[config.mk]
export PLATFORM = sky130hd
export DESIGN_NAME = debounce_filter
export DESIGN_NICKNAME = d
export VERILOG_FILES = /design/src/rtl/debounce_pkg.sv /design/src/rtl/sync_chain.sv /design/src/rtl/debounce_filter.sv
export SDC_FILE = /design/constraint.sdc
export NUM_CORES = 1
export LEC_CHECK = 0
export CAP_MARGIN = 0
export CORE_MARGIN = 10
export CORE_UTILIZATION = 30
export CTS_CLUSTER_SIZE = 16
export DETAILED_ROUTE_END_ITERATION = 12
export GPL_ROUTABILITY_DRIVEN = 0
export HOLD_SLACK_MARGIN = 0.02
export PLACE_DENSITY = 0.62
export SYNTH_ARGS = -nofsm -noshare
export SYNTH_HDL_FRONTEND = slang
export SYNTH_SLANG_ARGS = --single-unit
[constraint.sdc]
create_clock -name clk -period 1.5 [get_ports clk]
set_input_delay 0.225 -clock clk [delete_from_list [all_inputs] [get_ports clk]]
set_output_delay 0.225 -clock clk [all_outputs]
set_load 0.03 [all_outputs]
[src/rtl/debounce_pkg.sv]
// Shared types and defaults for the input debounce filter.
// Also holds the state encoding used by the FSM in debounce_filter.
package debounce_pkg;

    typedef enum logic [1:0] {
        LOW      = 2'd0,
        RISE_CHK = 2'd1,
        HIGH     = 2'd2,
        FALL_CHK = 2'd3
    } state_t;

    localparam int DEFAULT_SYNC_STAGES     = 2;
    localparam int DEFAULT_DEBOUNCE_CYCLES = 4;

endpackage

[src/rtl/sync_chain.sv]
// Multi-flop synchroniser for a single asynchronous bit.
// Reused for every async input that enters the clk domain.
module sync_chain #(
    parameter int STAGES = 2
) (
    input  logic clk,
    input  logic resetn,
    input  logic d,
    output logic q
);

    logic [STAGES-1:0] ff;

    always_ff @(posedge clk) begin
        if (!resetn) begin
            ff <= '0;
        end else begin
            ff <= {ff[STAGES-2:0], d};
        end
    end

    assign q = ff[STAGES-1];

endmodule

[src/rtl/debounce_filter.sv]
// Synchronises and debounces a bouncy input into a clean level,
// counting rejected transitions for diagnostics.
module debounce_filter
    import debounce_pkg::*;
#(
    parameter int SYNC_STAGES     = DEFAULT_SYNC_STAGES,
    parameter int DEBOUNCE_CYCLES = DEFAULT_DEBOUNCE_CYCLES,
    parameter int GLITCH_W        = 8
) (
    input  logic                clk,
    input  logic                resetn,
    input  logic                din,
    input  logic                glitch_clr,
    output logic                dout,
    output logic                stable,
    output logic [GLITCH_W-1:0] glitch_count
);

    localparam int CW = $clog2(DEBOUNCE_CYCLES + 1);
    localparam logic [CW-1:0] CNT_LAST = CW'(DEBOUNCE_CYCLES - 1);

    state_t        state;
    logic [CW-1:0] cnt;
    logic          din_s;
    logic          reject;

    sync_chain #(
        .STAGES (SYNC_STAGES)
    ) u_sync (
        .clk    (clk),
        .resetn (resetn),
        .d      (din),
        .q      (din_s)
    );

    // Input fell back to the old level while a transition was being checked
    assign reject = ((state == RISE_CHK) && !din_s) ||
                    ((state == FALL_CHK) &&  din_s);

    always_ff @(posedge clk) begin
        if (!resetn) begin
            state  <= LOW;
            cnt    <= '0;
            dout   <= 1'b0;
            stable <= 1'b1;
        end else begin
            unique case (state)
                LOW: begin
                    if (din_s) begin
                        state  <= RISE_CHK;
                        cnt    <= CW'(1);
                        stable <= 1'b0;
                    end
                end
                RISE_CHK: begin
                    if (!din_s) begin
                        state  <= LOW;
                        cnt    <= '0;
                        stable <= 1'b1;
                    end else if (cnt == CNT_LAST) begin
                        state  <= HIGH;
                        cnt    <= '0;
                        dout   <= 1'b1;
                        stable <= 1'b1;
                    end else begin
                        cnt <= cnt + CW'(1);
                    end
                end
                HIGH: begin
                    if (!din_s) begin
                        state  <= FALL_CHK;
                        cnt    <= CW'(1);
                        stable <= 1'b0;
                    end
                end
                FALL_CHK: begin
                    if (din_s) begin
                        state  <= HIGH;
                        cnt    <= '0;
                        stable <= 1'b1;
                    end else if (cnt == CNT_LAST) begin
                        state  <= LOW;
                        cnt    <= '0;
                        dout   <= 1'b0;
                        stable <= 1'b1;
                    end else begin
                        cnt <= cnt + CW'(1);
                    end
                end
                default: begin
                    state  <= LOW;
                    cnt    <= '0;
                    dout   <= 1'b0;
                    stable <= 1'b1;
                end
            endcase
        end
    end

    // Clear takes priority over a coincident rejection
    always_ff @(posedge clk) begin
        if (!resetn) begin
            glitch_count <= '0;
        end else if (glitch_clr) begin
            glitch_count <= '0;
        end else if (reject && (glitch_count != '1)) begin
            glitch_count <= glitch_count + GLITCH_W'(1);
        end
    end

endmodule

==> summary.md, run 1 <==
| Metric | Value |
|---|---|
| Outcome | finished clean |
| IO Pins | 14 |
| Max_slew headroom | 0.7574 |
| CTS tree | yes |
| Number of global-route vias before repair | 621 |
| Synth top area cells | dfxtp_1 46%, nor2_1 5.1%, xor2_1 4.8%, mux2i_1 4.1%, ha_1 3.4% |
| Die W | 69.40 um |
| Initial drt markers | 21 |
| Leakage | 0.3924 nW |
| Period utilization | 0.9526 |
| Synth Cell Area | 732.0 um^2 |
| Crit Path Class | reg2reg |
| Worst-path clk slew | 0.10 ns |
| Register-to-Register Path Depth | 5 |
| First-pass GRT wire length | between 2000 and 3000 um |
| DR vias | 610 |
| Crit-path slowest cell | or3_1 |
| DRC viols | 0 |
| Routed wire length | 1530 um |
| Layout cell share with drive strength beyond 1 | 0.1633 |
| Slew @ Worst Pin | 0.3639 ns |
| WHS Path Cells | 2 |
| Synth top area share | 0.4650 |
| Antenna cells | 0 |
| Arrival time at the worst endpoint | between 1.5 and 2 ns |
| Starting Density | 0.3216 |
| DR WL/cell | 12.14 um |
| DRT antenna net count | 0 |
| Area grow syn2layout | 31.79% |
| Yosys cell types | 27 |
| Largest net degree at the start of global routing | 10 |
| Bufs on Longest Clock Path | 2 |
| YS warnings | 0 |
| CP Max Fanout | 4 |
| Initial antenna violation count | 0 |
| Final setup viols | 0 |
| All-Layer GR Usage | 0.06263 |
| Fin Clk Skew | roughly 0.00094 ns |
| Core ar. | between 2000 and 2500 um^2 |
| Cells along the critical path | ha_4, and3_1, nand4_1, or3_1, a21oi_2 |
| RSZ-0062 raised after global routing | true |
| Crit. End Element | flop |
| Layout Cells excl Fill | roughly 130 |
| Max incr delay on CP | 0.40 ns |
| Worst Hold Endpoint | cnt[2] |
| Startpoint types | flop |
| Max-slew violations | 0 |
| PortBufs | 13 |
| Pwr/cell area | 791.0 nW/um^2 |
| Height of the die | 69.40 um |
| Placed cells | 121 |
| Clock tree sinks | 17 |
| Worst path required time | about 1.7 ns |
| Synthesized flop and latch total | 17 |
| Final HPWL DP | between 1000 and 1500 um |
| H-tree level count | 1 |
| HP Start | cnt[2] |
| Root Buffer | clkbuf_4 |
| Vias per cell | 4.841 |
| Nets | 105 |
| Final Hold Violating Endpoints | 0 |
| Num CTS Buffers | 3 |
| Setup TNS | 0 ns |
| Cells after Synth | 79 |
| Cell taking the most area after synthesis | dfxtp_1 |
| Max-Cap Viols | 0 |
| Hold crit path type | reg2reg |
| Gr ovfl total | 0 |
| Max rail drop VDD | 0.0003835 V |
| Skew-Pair Late Insertion Delay | between 0.2 and 0.3 ns |
| Row cnt | 17 |
| Die area | roughly 4800 um^2 |
| R2R Setup Slk | between 0.07 and 0.08 ns |
| Crit path time final | 1.429 ns |
| FF-to-FF Start | glitch_count[1] |
| Syn Area/Cell | 9.265 um^2 |
| Reg2reg end | glitch_count[6] |
| Synthesized Nets | 85 |
| Fmax | 699.9 MHz |
| Filler cells | 250 |
| Post-CTS Hold Fix Bufs | 0 |
| DRT Pass-1 Iters | 4 |
| Register area share after synthesis | 0.4650 |
[cell usage after synthesis]
library cell   n
a211oi_1       1
a21oi_1        4
nand3_1        1
dfxtp_1       17
and3_1         2
or3_1          3
o2111ai_1      1
nand4_1        3
mux2i_1        3
nor2b_1        2
ha_1           2
o211ai_1       1
o22ai_1        1
o2111ai_2      1
xor2_1         4
buf_1          1
a21boi_0       1
o21bai_1       2
inv_1          1
nand3b_1       1
and2_1         3
o21ai_0        4
nand2_1        6
nor2_1        10
nand2b_1       1
xnor2_2        1
buf_2          2
[how the worst max path moves through the flow]
stage / from / end / slack (ns)
after floorplan: glitch_count[4] / glitch_count[1] / 0.02
after global placement: glitch_count[0] / glitch_count[7] / 0.11
after detailed placement: glitch_count[0] / glitch_count[7] / 0.03
after CTS: glitch_count[0] / glitch_count[7] / 0.008
after global routing: glitch_count[1] / glitch_count[6] / -0.01
final: glitch_count[1] / glitch_count[6] / 0.07
[what timing repair did]
item                       in CTS  in global routing
setup buffers                   0                  1
resized for setup              10                  7
hold endpoints to repair        0                  0
setup endpoints to repair      10                  5
pin swaps                       0                  5
[critical path, delay by kind of cell, from the launching register on]
family                   cells  cell delay (ns)
AND/OR/NAND/NOR              3             0.72
flip-flops                   1             0.38
adder cells (fa/ha/maj)      1             0.15
AO/OA/AOI/OAI                1             0.11
[state kept, by name, summed over array words and instances, names as in the netlist, named ones only]
name          flops
cnt               3
dout              1
glitch_count      8
stable            1
state             1
u_sync.ff         2
[cell families after synthesis]
| group | share of synthesized area |
|---|---|
| AO/OA/AOI/OAI | 0.1470 |
| AND/OR/NAND/NOR | 0.2188 |
| buffers and inverters | 0.02392 |
| flip-flops | 0.4650 |
| multiplexers | 0.04103 |
| adder cells (fa/ha/maj) | 0.03418 |
| XOR/XNOR | 0.07009 |
[per-layer routing]
| metal | part of all wire | vias up | global-route usage |
|---|---|---|---|
| li1 | - | 313 | - |
| met1 | 0.46 | 285 | 0.06496 |
| met2 | 0.46 | 10 | 0.1079 |
| met3 | 0.067 | 2 | 0.02568 |
| met4 | 0.0065 | 0 | 0.02661 |
| met5 | 0 | - | 0 |
[through the flow]
| step | util | hold slack, ns | area (um^2) | setup slack, ns | total power, mW |
|---|---|---|---|---|---|
| floorplan | - | 0.3467 | 734.5 | 0.01845 | 0.5110 |
| global placement | 0.4024 | 0.4148 | 915.9 | 0.1080 | 0.5375 |
| detailed placement | 0.4024 | 0.4201 | 915.9 | 0.03340 | 0.5385 |
| CTS | 0.4085 | 0.4347 | 929.6 | 0.007592 | 0.7814 |
| global route | 0.4239 | 0.4575 | 964.7 | -0.01204 | 0.8053 |
| finish | 0.4239 | 0.4311 | 964.7 | 0.07115 | 0.7631 |
[report_power, final]
part,total [mW],switching (mW),internal [mW]
logic,0.0581,0.0301,0.0280
registers,0.464,0.00720,0.457
clock network,0.240,0.137,0.103
[area by class of cell]
cell class,count,area [um^2],area share
timing repair buffer,18,155.1,0.1608
inverter,1,3.754,0.003891
sequential,17,349.1,0.3619
tap,28,35.03,0.03632
multi-input combinational,58,395.4,0.4099
clock buffer,4,26.28,0.02724
[cells in the final DEF, fill, tap and decap left out, types with 2 or more instances in the layout]
cell / instances
dfxtp_1: 14
nor2_1: 10
dlygate4sd2_1: 10
nand2_1: 6
buf_4: 5
o21ai_0: 4
xor2_1: 4
and2_1: 3
mux2i_1: 3
nand4_1: 3
or3_1: 3
a21oi_1: 3
clkbuf_4: 3
clkdlybuf4s50_1: 3
nor2b_1: 2
and3_1: 2
o21bai_1: 2
dfxtp_4: 2
No activity file was read; power rests on OpenSTA's default activity.
==> run 2, diff against run 1 <==
CTS_CLUSTER_DIAMETER = 120   (was unset)
==> results of run 2 <==
No change in the layout: final DEF, timing and power equal those of run 1.
